### config.mk
export PLATFORM = sky130hd
export DESIGN_NAME = atm_session_ctrl
export DESIGN_NICKNAME = d
export VERILOG_FILES = /design/src/rtl/atm_session_ctrl.sv
export SDC_FILE = /design/constraint.sdc
export NUM_CORES = 1
export LEC_CHECK = 0
export BUFFER_PORTS_ARGS = -buffer_cell sky130_fd_sc_hd__buf_4
export CORE_ASPECT_RATIO = 2
export CORE_MARGIN = 1.5
export CORE_UTILIZATION = 60
export CTS_BUF_LIST = sky130_fd_sc_hd__clkbuf_8
export DETAILED_ROUTE_END_ITERATION = 6
export PLACE_DENSITY = 0.78
export SLEW_MARGIN = 5
export SYNTH_ARGS = -nofsm -noshare
export SYNTH_HDL_FRONTEND = slang
export SYNTH_SLANG_ARGS = --single-unit
### constraint.sdc
create_clock -name clk -period 8.1 [get_ports clk]
set_input_delay 1.62 -clock clk [delete_from_list [all_inputs] [get_ports clk]]
set_output_delay 1.62 -clock clk [all_outputs]
set_load 0.01 [all_outputs]
### src/rtl/atm_session_ctrl.sv
// atm_session_ctrl: card/PIN session controller with a small internal
// account database (balance, withdraw, deposit, transfer, logout).
// Optional build macro ATM_LOCKOUT_EN adds per-account bad-PIN lockout.
module atm_session_ctrl #(
    parameter int NUM_ACCTS   = 10,
    parameter int ACC_W       = 12,
    parameter int PIN_W       = 4,
    parameter int BAL_W       = 16,
    parameter int AMT_W       = 11,
    parameter int ACC_BASE    = 2000,
    parameter int INIT_BAL    = 500,
    parameter int TIMEOUT_CYC = 100,
    parameter int MAX_TRIES   = 3
) (
    input  logic             clk,
    input  logic             rst_n,
    input  logic             card_valid,
    input  logic [ACC_W-1:0] acc_num,
    input  logic             pin_valid,
    input  logic [PIN_W-1:0] pin,
    input  logic             cmd_valid,
    input  logic [2:0]       cmd,
    input  logic [AMT_W-1:0] amount,
    input  logic [ACC_W-1:0] dest_acc,
    input  logic             exit,
    output logic             logged_in,
    output logic             resp_valid,
    output logic             error,
    output logic [2:0]       err_code,
    output logic [BAL_W-1:0] balance
);

    localparam int IDX_W  = (NUM_ACCTS > 1) ? $clog2(NUM_ACCTS) : 1;
    localparam int TMO_W  = $clog2(TIMEOUT_CYC + 1);
    localparam int FAIL_W = $clog2(MAX_TRIES + 1);

    localparam logic [2:0] ERR_OK       = 3'd0;
    localparam logic [2:0] ERR_UNKNOWN  = 3'd1;
    localparam logic [2:0] ERR_BAD_PIN  = 3'd2;
    localparam logic [2:0] ERR_INSUFF   = 3'd3;
    localparam logic [2:0] ERR_OVERFLOW = 3'd4;
    localparam logic [2:0] ERR_BAD_DEST = 3'd5;
    localparam logic [2:0] ERR_TIMEOUT  = 3'd6;
    localparam logic [2:0] ERR_BAD_CMD  = 3'd7;

    typedef enum logic [2:0] {
        S_IDLE     = 3'd0,
        S_LOOKUP   = 3'd1,
        S_PIN_WAIT = 3'd2,
        S_AUTH     = 3'd3,
        S_MENU     = 3'd4,
        S_EXEC     = 3'd5,
        S_RESP     = 3'd6
    } state_t;

    // Offset of an account number from the database base; a value below
    // the base wraps to a huge number and therefore misses the range test.
    function automatic logic [31:0] acct_diff(input logic [ACC_W-1:0] a);
        return 32'(a) - 32'(ACC_BASE);
    endfunction

    state_t             r_state, w_nxt;
    logic [ACC_W-1:0]   r_acc;
    logic [PIN_W-1:0]   r_pin;
    logic [IDX_W-1:0]   r_idx;
    logic [2:0]         r_cmd;
    logic [AMT_W-1:0]   r_amt;
    logic [ACC_W-1:0]   r_dest;
    logic [TMO_W-1:0]   r_tmo, w_tmo_nxt;
    logic               r_ret_idle, w_ret_idle_nxt;
    logic [BAL_W-1:0]   r_bal [NUM_ACCTS];

    logic               r_logged_in, r_resp_valid, r_error;
    logic [2:0]         r_err_code;
    logic [BAL_W-1:0]   r_balance;

    logic               w_rv_nxt;
    logic [2:0]         w_err_nxt;
    logic [BAL_W-1:0]   w_bal_nxt;
    logic               w_li_nxt;
    logic               w_wr_src, w_wr_dst;
    logic [BAL_W-1:0]   w_src_val, w_dst_val;

    logic [31:0]        w_lk_diff, w_dst_diff;
    logic               w_lk_hit, w_dst_hit, w_pin_ok, w_locked;
    logic [IDX_W-1:0]   w_lk_off, w_dst_off;
    logic [BAL_W-1:0]   w_cur, w_dst_cur, w_amt_ext, w_sub;
    logic [BAL_W:0]     w_dep_sum, w_xfer_sum;

    assign w_lk_diff  = acct_diff(r_acc);
    assign w_lk_hit   = (w_lk_diff < 32'(NUM_ACCTS));
    assign w_lk_off   = w_lk_diff[IDX_W-1:0];
    assign w_pin_ok   = (r_pin == w_lk_diff[PIN_W-1:0]);
    assign w_dst_diff = acct_diff(r_dest);
    assign w_dst_hit  = (w_dst_diff < 32'(NUM_ACCTS));
    assign w_dst_off  = w_dst_diff[IDX_W-1:0];
    assign w_cur      = r_bal[r_idx];
    assign w_dst_cur  = w_dst_hit ? r_bal[w_dst_off] : {BAL_W{1'b0}};
    assign w_amt_ext  = BAL_W'(r_amt);
    assign w_sub      = w_cur - w_amt_ext;
    assign w_dep_sum  = {1'b0, w_cur} + {1'b0, w_amt_ext};
    assign w_xfer_sum = {1'b0, w_dst_cur} + {1'b0, w_amt_ext};

`ifdef ATM_LOCKOUT_EN
    logic [FAIL_W-1:0]    r_fail [NUM_ACCTS];
    logic [NUM_ACCTS-1:0] r_lock;
    logic                 w_auth_ok, w_auth_fail;

    assign w_locked    = r_lock[w_lk_off];
    assign w_auth_ok   = (r_state == S_AUTH) && !exit && w_pin_ok;
    assign w_auth_fail = (r_state == S_AUTH) && !exit && !w_pin_ok;

    // Consecutive bad-PIN counters; the last allowed failure locks the account until reset.
    always_ff @(posedge clk or negedge rst_n) begin
        if (!rst_n) begin
            for (int i = 0; i < NUM_ACCTS; i++) begin
                r_fail[i] <= {FAIL_W{1'b0}};
            end
            r_lock <= {NUM_ACCTS{1'b0}};
        end else if (w_auth_ok) begin
            r_fail[r_idx] <= {FAIL_W{1'b0}};
        end else if (w_auth_fail) begin
            if (r_fail[r_idx] >= FAIL_W'(MAX_TRIES - 1)) begin
                r_lock[r_idx] <= 1'b1;
            end else begin
                r_fail[r_idx] <= r_fail[r_idx] + FAIL_W'(1);
            end
        end
    end
`else
    assign w_locked = 1'b0;
`endif

    // Next-state, response and database-write decode; exit overrides everything.
    always_comb begin
        w_nxt          = r_state;
        w_tmo_nxt      = r_tmo;
        w_ret_idle_nxt = r_ret_idle;
        w_rv_nxt       = 1'b0;
        w_err_nxt      = r_err_code;
        w_bal_nxt      = r_balance;
        w_wr_src       = 1'b0;
        w_wr_dst       = 1'b0;
        w_src_val      = w_cur;
        w_dst_val      = w_dst_cur;
        if (exit && (r_state != S_IDLE)) begin
            w_nxt = S_IDLE;
        end else begin
            case (r_state)
                S_IDLE: begin
                    if (card_valid) begin
                        w_nxt = S_LOOKUP;
                    end else begin
                        w_nxt = S_IDLE;
                    end
                end
                S_LOOKUP: begin
                    if (!w_lk_hit) begin
                        w_nxt = S_RESP; w_ret_idle_nxt = 1'b1;
                        w_rv_nxt = 1'b1; w_err_nxt = ERR_UNKNOWN;
                    end else if (w_locked) begin
                        w_nxt = S_RESP; w_ret_idle_nxt = 1'b1;
                        w_rv_nxt = 1'b1; w_err_nxt = ERR_BAD_PIN;
                    end else begin
                        w_nxt = S_PIN_WAIT; w_tmo_nxt = {TMO_W{1'b0}};
                    end
                end
                S_PIN_WAIT, S_MENU: begin
                    if ((r_state == S_PIN_WAIT) && pin_valid) begin
                        w_nxt = S_AUTH; w_tmo_nxt = {TMO_W{1'b0}};
                    end else if ((r_state == S_MENU) && cmd_valid) begin
                        w_nxt = S_EXEC; w_tmo_nxt = {TMO_W{1'b0}};
                    end else if (r_tmo == TMO_W'(TIMEOUT_CYC - 1)) begin
                        w_nxt = S_RESP; w_ret_idle_nxt = 1'b1;
                        w_rv_nxt = 1'b1; w_err_nxt = ERR_TIMEOUT;
                    end else begin
                        w_tmo_nxt = r_tmo + TMO_W'(1);
                    end
                end
                S_AUTH: begin
                    if (w_pin_ok) begin
                        w_nxt = S_MENU; w_tmo_nxt = {TMO_W{1'b0}};
                        w_rv_nxt = 1'b1; w_err_nxt = ERR_OK; w_bal_nxt = w_cur;
                    end else begin
                        w_nxt = S_RESP; w_ret_idle_nxt = 1'b1;
                        w_rv_nxt = 1'b1; w_err_nxt = ERR_BAD_PIN;
                    end
                end
                S_EXEC: begin
                    w_nxt = S_RESP; w_ret_idle_nxt = 1'b0;
                    w_rv_nxt = 1'b1; w_err_nxt = ERR_OK; w_bal_nxt = w_cur;
                    case (r_cmd)
                        3'd0: begin
                            w_err_nxt = ERR_OK;
                        end
                        3'd1: begin
                            if (w_amt_ext > w_cur) begin
                                w_err_nxt = ERR_INSUFF;
                            end else begin
                                w_wr_src = 1'b1; w_src_val = w_sub; w_bal_nxt = w_sub;
                            end
                        end
                        3'd2: begin
                            if (w_dep_sum[BAL_W]) begin
                                w_err_nxt = ERR_OVERFLOW;
                            end else begin
                                w_wr_src = 1'b1; w_src_val = w_dep_sum[BAL_W-1:0];
                                w_bal_nxt = w_dep_sum[BAL_W-1:0];
                            end
                        end
                        3'd3: begin
                            if (!w_dst_hit || (w_dst_off == r_idx)) begin
                                w_err_nxt = ERR_BAD_DEST;
                            end else if (w_amt_ext > w_cur) begin
                                w_err_nxt = ERR_INSUFF;
                            end else if (w_xfer_sum[BAL_W]) begin
                                w_err_nxt = ERR_OVERFLOW;
                            end else begin
                                w_wr_src = 1'b1; w_src_val = w_sub; w_bal_nxt = w_sub;
                                w_wr_dst = 1'b1; w_dst_val = w_xfer_sum[BAL_W-1:0];
                            end
                        end
                        3'd4: begin
                            w_ret_idle_nxt = 1'b1;
                        end
                        default: begin
                            w_err_nxt = ERR_BAD_CMD;
                        end
                    endcase
                end
                S_RESP: begin
                    if (r_ret_idle) begin
                        w_nxt = S_IDLE;
                    end else begin
                        w_nxt = S_MENU; w_tmo_nxt = {TMO_W{1'b0}};
                    end
                end
                default: begin
                    w_nxt = S_IDLE;
                end
            endcase
        end
        w_li_nxt = (w_nxt == S_MENU) || (w_nxt == S_EXEC) ||
                   ((w_nxt == S_RESP) && !w_ret_idle_nxt);
    end

    // State, inactivity counter and registered response outputs.
    always_ff @(posedge clk or negedge rst_n) begin
        if (!rst_n) begin
            r_state      <= S_IDLE;
            r_tmo        <= {TMO_W{1'b0}};
            r_ret_idle   <= 1'b0;
            r_logged_in  <= 1'b0;
            r_resp_valid <= 1'b0;
            r_error      <= 1'b0;
            r_err_code   <= 3'd0;
            r_balance    <= {BAL_W{1'b0}};
        end else begin
            r_state      <= w_nxt;
            r_tmo        <= w_tmo_nxt;
            r_ret_idle   <= w_ret_idle_nxt;
            r_logged_in  <= w_li_nxt;
            r_resp_valid <= w_rv_nxt;
            r_error      <= (w_err_nxt != 3'd0);
            r_err_code   <= w_err_nxt;
            r_balance    <= w_bal_nxt;
        end
    end

    // Capture of the strobed request fields in the state that accepts them.
    always_ff @(posedge clk or negedge rst_n) begin
        if (!rst_n) begin
            r_acc  <= {ACC_W{1'b0}};
            r_idx  <= {IDX_W{1'b0}};
            r_pin  <= {PIN_W{1'b0}};
            r_cmd  <= 3'd0;
            r_amt  <= {AMT_W{1'b0}};
            r_dest <= {ACC_W{1'b0}};
        end else begin
            if ((r_state == S_IDLE) && card_valid) begin
                r_acc <= acc_num;
            end
            if (r_state == S_LOOKUP) begin
                r_idx <= w_lk_off;
            end
            if ((r_state == S_PIN_WAIT) && pin_valid) begin
                r_pin <= pin;
            end
            if ((r_state == S_MENU) && cmd_valid) begin
                r_cmd  <= cmd;
                r_amt  <= amount;
                r_dest <= dest_acc;
            end
        end
    end

    // Account balances; a transfer debits and credits on the same edge.
    always_ff @(posedge clk or negedge rst_n) begin
        if (!rst_n) begin
            for (int i = 0; i < NUM_ACCTS; i++) begin
                r_bal[i] <= BAL_W'(INIT_BAL);
            end
        end else begin
            if (w_wr_src) begin
                r_bal[r_idx] <= w_src_val;
            end
            if (w_wr_dst) begin
                r_bal[w_dst_off] <= w_dst_val;
            end
        end
    end

    assign logged_in  = r_logged_in;
    assign resp_valid = r_resp_valid;
    assign error      = r_error;
    assign err_code   = r_err_code;
    assign balance    = r_balance;

endmodule

==> results.cfg <==
[drt]
drtIter0Drc = 1555
vias = 15450
viasPerCell = 7.180
wl_um = 60710
antenna_left = 0
drt_first_pass_iters = 5
drc = 0
wl_per_cell_um = 28.21

[sta]
hold_viol_final = 0
finalClockSkew_ps = 21.63
setup_tns_ps = 0
slew_headroom = 0.06867
final_max_slew_viol_count = 0
maxClockFrequency_mhz = 147.9
period_needed_ps = 6762
rsz0062_at_grt = false
setup_viol = 0
tightest_slew_ps = 1396
fin_ws_ps = 1338
final.period_utilization = 0.8348

[critical_path]
cp.required_ps = 8570
criticalPathCategory = flop to flop
cp_num_buf_inv = 0
crit_family = simple AND/OR/NAND/NOR gates
reg2reg_to = r_bal[107]$_DFF_PN0_
regToRegSetupSlack_ps = 1340
rr_worst_depth = 14
arrival_ps = 7230
crit_chain = mux4_2 > mux2i_1 > o22ai_1 > and2_1 > ha_1 > fa_1 > a211oi_1 > o211ai_1 > a41oi_1 > o21ba_2 > o31ai_4 > nor3_1 > nand3_1 > mux2_2
end_kind = flop
slowest_stage = dfrtp_1
slowest_delay_ps = 1050
critPathLaunchType = flop
startpoint = r_dest[1]$_DFFE_PN0P_
cp_max_fo = 21
worstReg2RegStart = r_dest[1]$_DFFE_PN0P_

[power_and_ir_drop]
power_w = 0.005083
ir_drop_mv = 0.1382
powerDensity_nw_per_um2 = 281.3
leakage_nw = 7.691

[synth]
synth_top_area_share = 0.2709
synth_fa_ha_area_frac = 0.03012
synth_compound_area_frac = 0.2347
synth_xor_area_frac = 0.01218
synth_seq_cells = 239
yosys.area.top_type = dfrtp_1
yosys_most_used_dff = dfrtp_1
synthArstFlopShare = 1.000
ys_warn_count = 0
synth-seq-area-share = 0.3663
avgSynthCellArea_um2 = 9.437
synth_cell_types = 90
synth_top_family_by_area = compound AO/OA/AOI/OAI gates
synthesis.area_um2 = 16530
muxShareOfSynthArea = 0.1635
syn_nets = 1838
synth_edf_count = 0
syn_inst = 1752
yosys.area_share.simple = 0.1436
synth.area.top_cells = dfrtp_1 (27%), dfstp_2 (9.5%), mux2i_1 (7.0%)

[floorplanning]
die-area_um2 = 28620
io_pins = 70
fp.coreArea_um2 = 27010
die_h_um = 237.8
start_util = 0.6120
rows = 85
die_w_um = 120.4

[clocking]
cts_buffers = 37
htreeDepth = 2
cts.clk_slew.worst_paths_ps = 70
clkSinkCount = 239
cts-resized-gates = 0
clock_latency_ps = 590
cts-hold-fix-buffers = 0
post_cts_buffers = 0
cts_tree = yes
clockBufferDepth = 3
cts_root_buf = clkbuf_8

[place]
place_hpwl_um = 43260
place.gp.congestion = 1.040
numPortBuffers = 69
dp_slack_ps = 1536

[worst_hold_path]
min_to = balance[11]$_DFFE_PN0P_
holdPathStages = 2
min_from = balance[11]$_DFFE_PN0P_
hold_path.class = flop to flop

[global_routing]
grt_antenna_before_repair = 2
gr-usage-all-layers = 0.4268
first_global_vias = 15290
grt_max_degree = 133
grt_pass1_wl_um = 90750
grt_overflow = 0

[cells_and_area]
layout-drive-gt1-share = 0.2069
fin_nets = 1861
area_delta_synth_final_pct = 9.308
utilization = 0.6690

[flow_run]
drv_cap = 0

[run_status]
outcome = complete, no violations
Yosys cell counts, types with 7 or more instances:
cell type  instances
inv_1             45
or3_1             15
buf_4              9
nor2b_1           16
buf_2             31
mux2i_1          116
o31ai_1           12
a21o_1            26
nor2_1           120
mux4_2            50
o22ai_1           24
nand2b_1          27
xnor2_1            9
a221o_1           16
or2_2              7
nor3b_1            8
a21oi_1          155
o21ai_0          126
o21bai_1           7
and3_1            14
xor2_1            14
dfstp_2           60
buf_1             14
o21a_1             7
a22oi_1           39
a21oi_2            9
a211o_1            7
and2_1            29
mux2_2            37
ha_1              35
o211ai_1          21
dfrtp_1          179
nand3_1           25
a221oi_1          10
nor3_1            36
nand2_1          159
clkbuf_1          75
a211oi_1          41
buf_6              8
metal layers:
| metal | vias to the layer above | track usage | part of all wire |
|---|---|---|---|
| met5 | - | 0 | 0.00021 |
| met4 | 2 | 0.3586 | 0.096 |
| met3 | 350 | 0.09309 | 0.092 |
| met2 | 1055 | 0.6958 | 0.48 |
| met1 | 7480 | 0.4680 | 0.33 |
| li1 | 6565 | - | - |
through the flow:
step	instances	instance area, µm²	hold slack (ps)
after floorplan	1752	16530	448.6
after global placement	2084	17270	465.3
after detailed placement	2084	17270	471.9
after CTS	2151	18070	486.7
after global routing	2152	18070	509.5
final	2152	18070	480.5
worst register-to-register path: cells and delay by family (launching register included):
family	cells	cell delay, ps
multiplexers	3	1280
adder cells (fa/ha/maj)	2	630
AND/OR/NAND/NOR	3	2130
AO/OA/AOI/OAI	6	1570
flip-flops	1	1050
where the power goes:
part           leakage [nW]  switching, W  internal (W)
registers              2.98      0.000296       0.00137
logic                  4.25       0.00144      0.000842
clock network         0.454      0.000526      0.000610
cell families after synthesis:
logic type,count (synthesis)
AOI/OAI and AO/OA,577
DFF,239
muxes,203
adders and majority gates,38
xor gates and xnor gates,23
and+or+nand+nor,489
buffers and inverters,183
how the worst max path moves through the flow:
stage          slack, ps                   end  cells past startpoint
2_1_floorplan       2430  r_bal[128]$_DFF_PN0_                     22
3_3_place_gp        1610  r_bal[107]$_DFF_PN0_                     14
3_5_place_dp        1540  r_bal[107]$_DFF_PN0_                     14
4_1_cts             1520  r_bal[107]$_DFF_PN0_                     14
5_1_grt             1130   r_bal[98]$_DFF_PN1_                     16
6_report            1340  r_bal[107]$_DFF_PN0_                     14
registers in the layout, summed over array words and instances (netlist names), 4 cells and up:
name and flops:
r_bal 160, balance 16, r_acc 12, r_dest 12, r_amt 11, r_tmo 7, r_idx 4, r_pin 4
cell type report:
type / instances / area [µm²]
well taps: 348 / 435.4
clock inverters: 21 / 168.9
multi-input cells: 1330 / 9669
repair buffers: 121 / 928.4
clock buffers: 46 / 633.1
diodes: 1 / 2.502
fillers: 2241 / 8941
inverters: 46 / 172.7
flip-flops and latches: 239 / 6062
cell usage in the layout, fill, tap and decap left out, types with 7 or more instances in the layout:
master,n
clkbuf_8,46
o31ai_1,12
o22ai_1,24
o21a_1,7
dfrtp_1,176
nand2_1,159
o21ai_0,126
a21oi_2,10
xor2_1,14
and2_1,29
xnor2_1,9
nor2b_1,16
mux2i_1,116
a22oi_1,39
o211ai_1,21
a221o_1,16
nor2_1,119
a211o_1,7
mux2_2,37
inv_1,58
nand2b_1,27
buf_4,119
mux4_2,50
nor3b_1,8
nor3_1,35
a221oi_1,10
dfstp_2,60
or2_2,7
or3_1,15
a21oi_1,154
o21bai_1,7
ha_1,35
a21o_1,26
and3_1,14
a211oi_1,41
nand3_1,25
No activity file was read; power rests on OpenSTA's default activity.
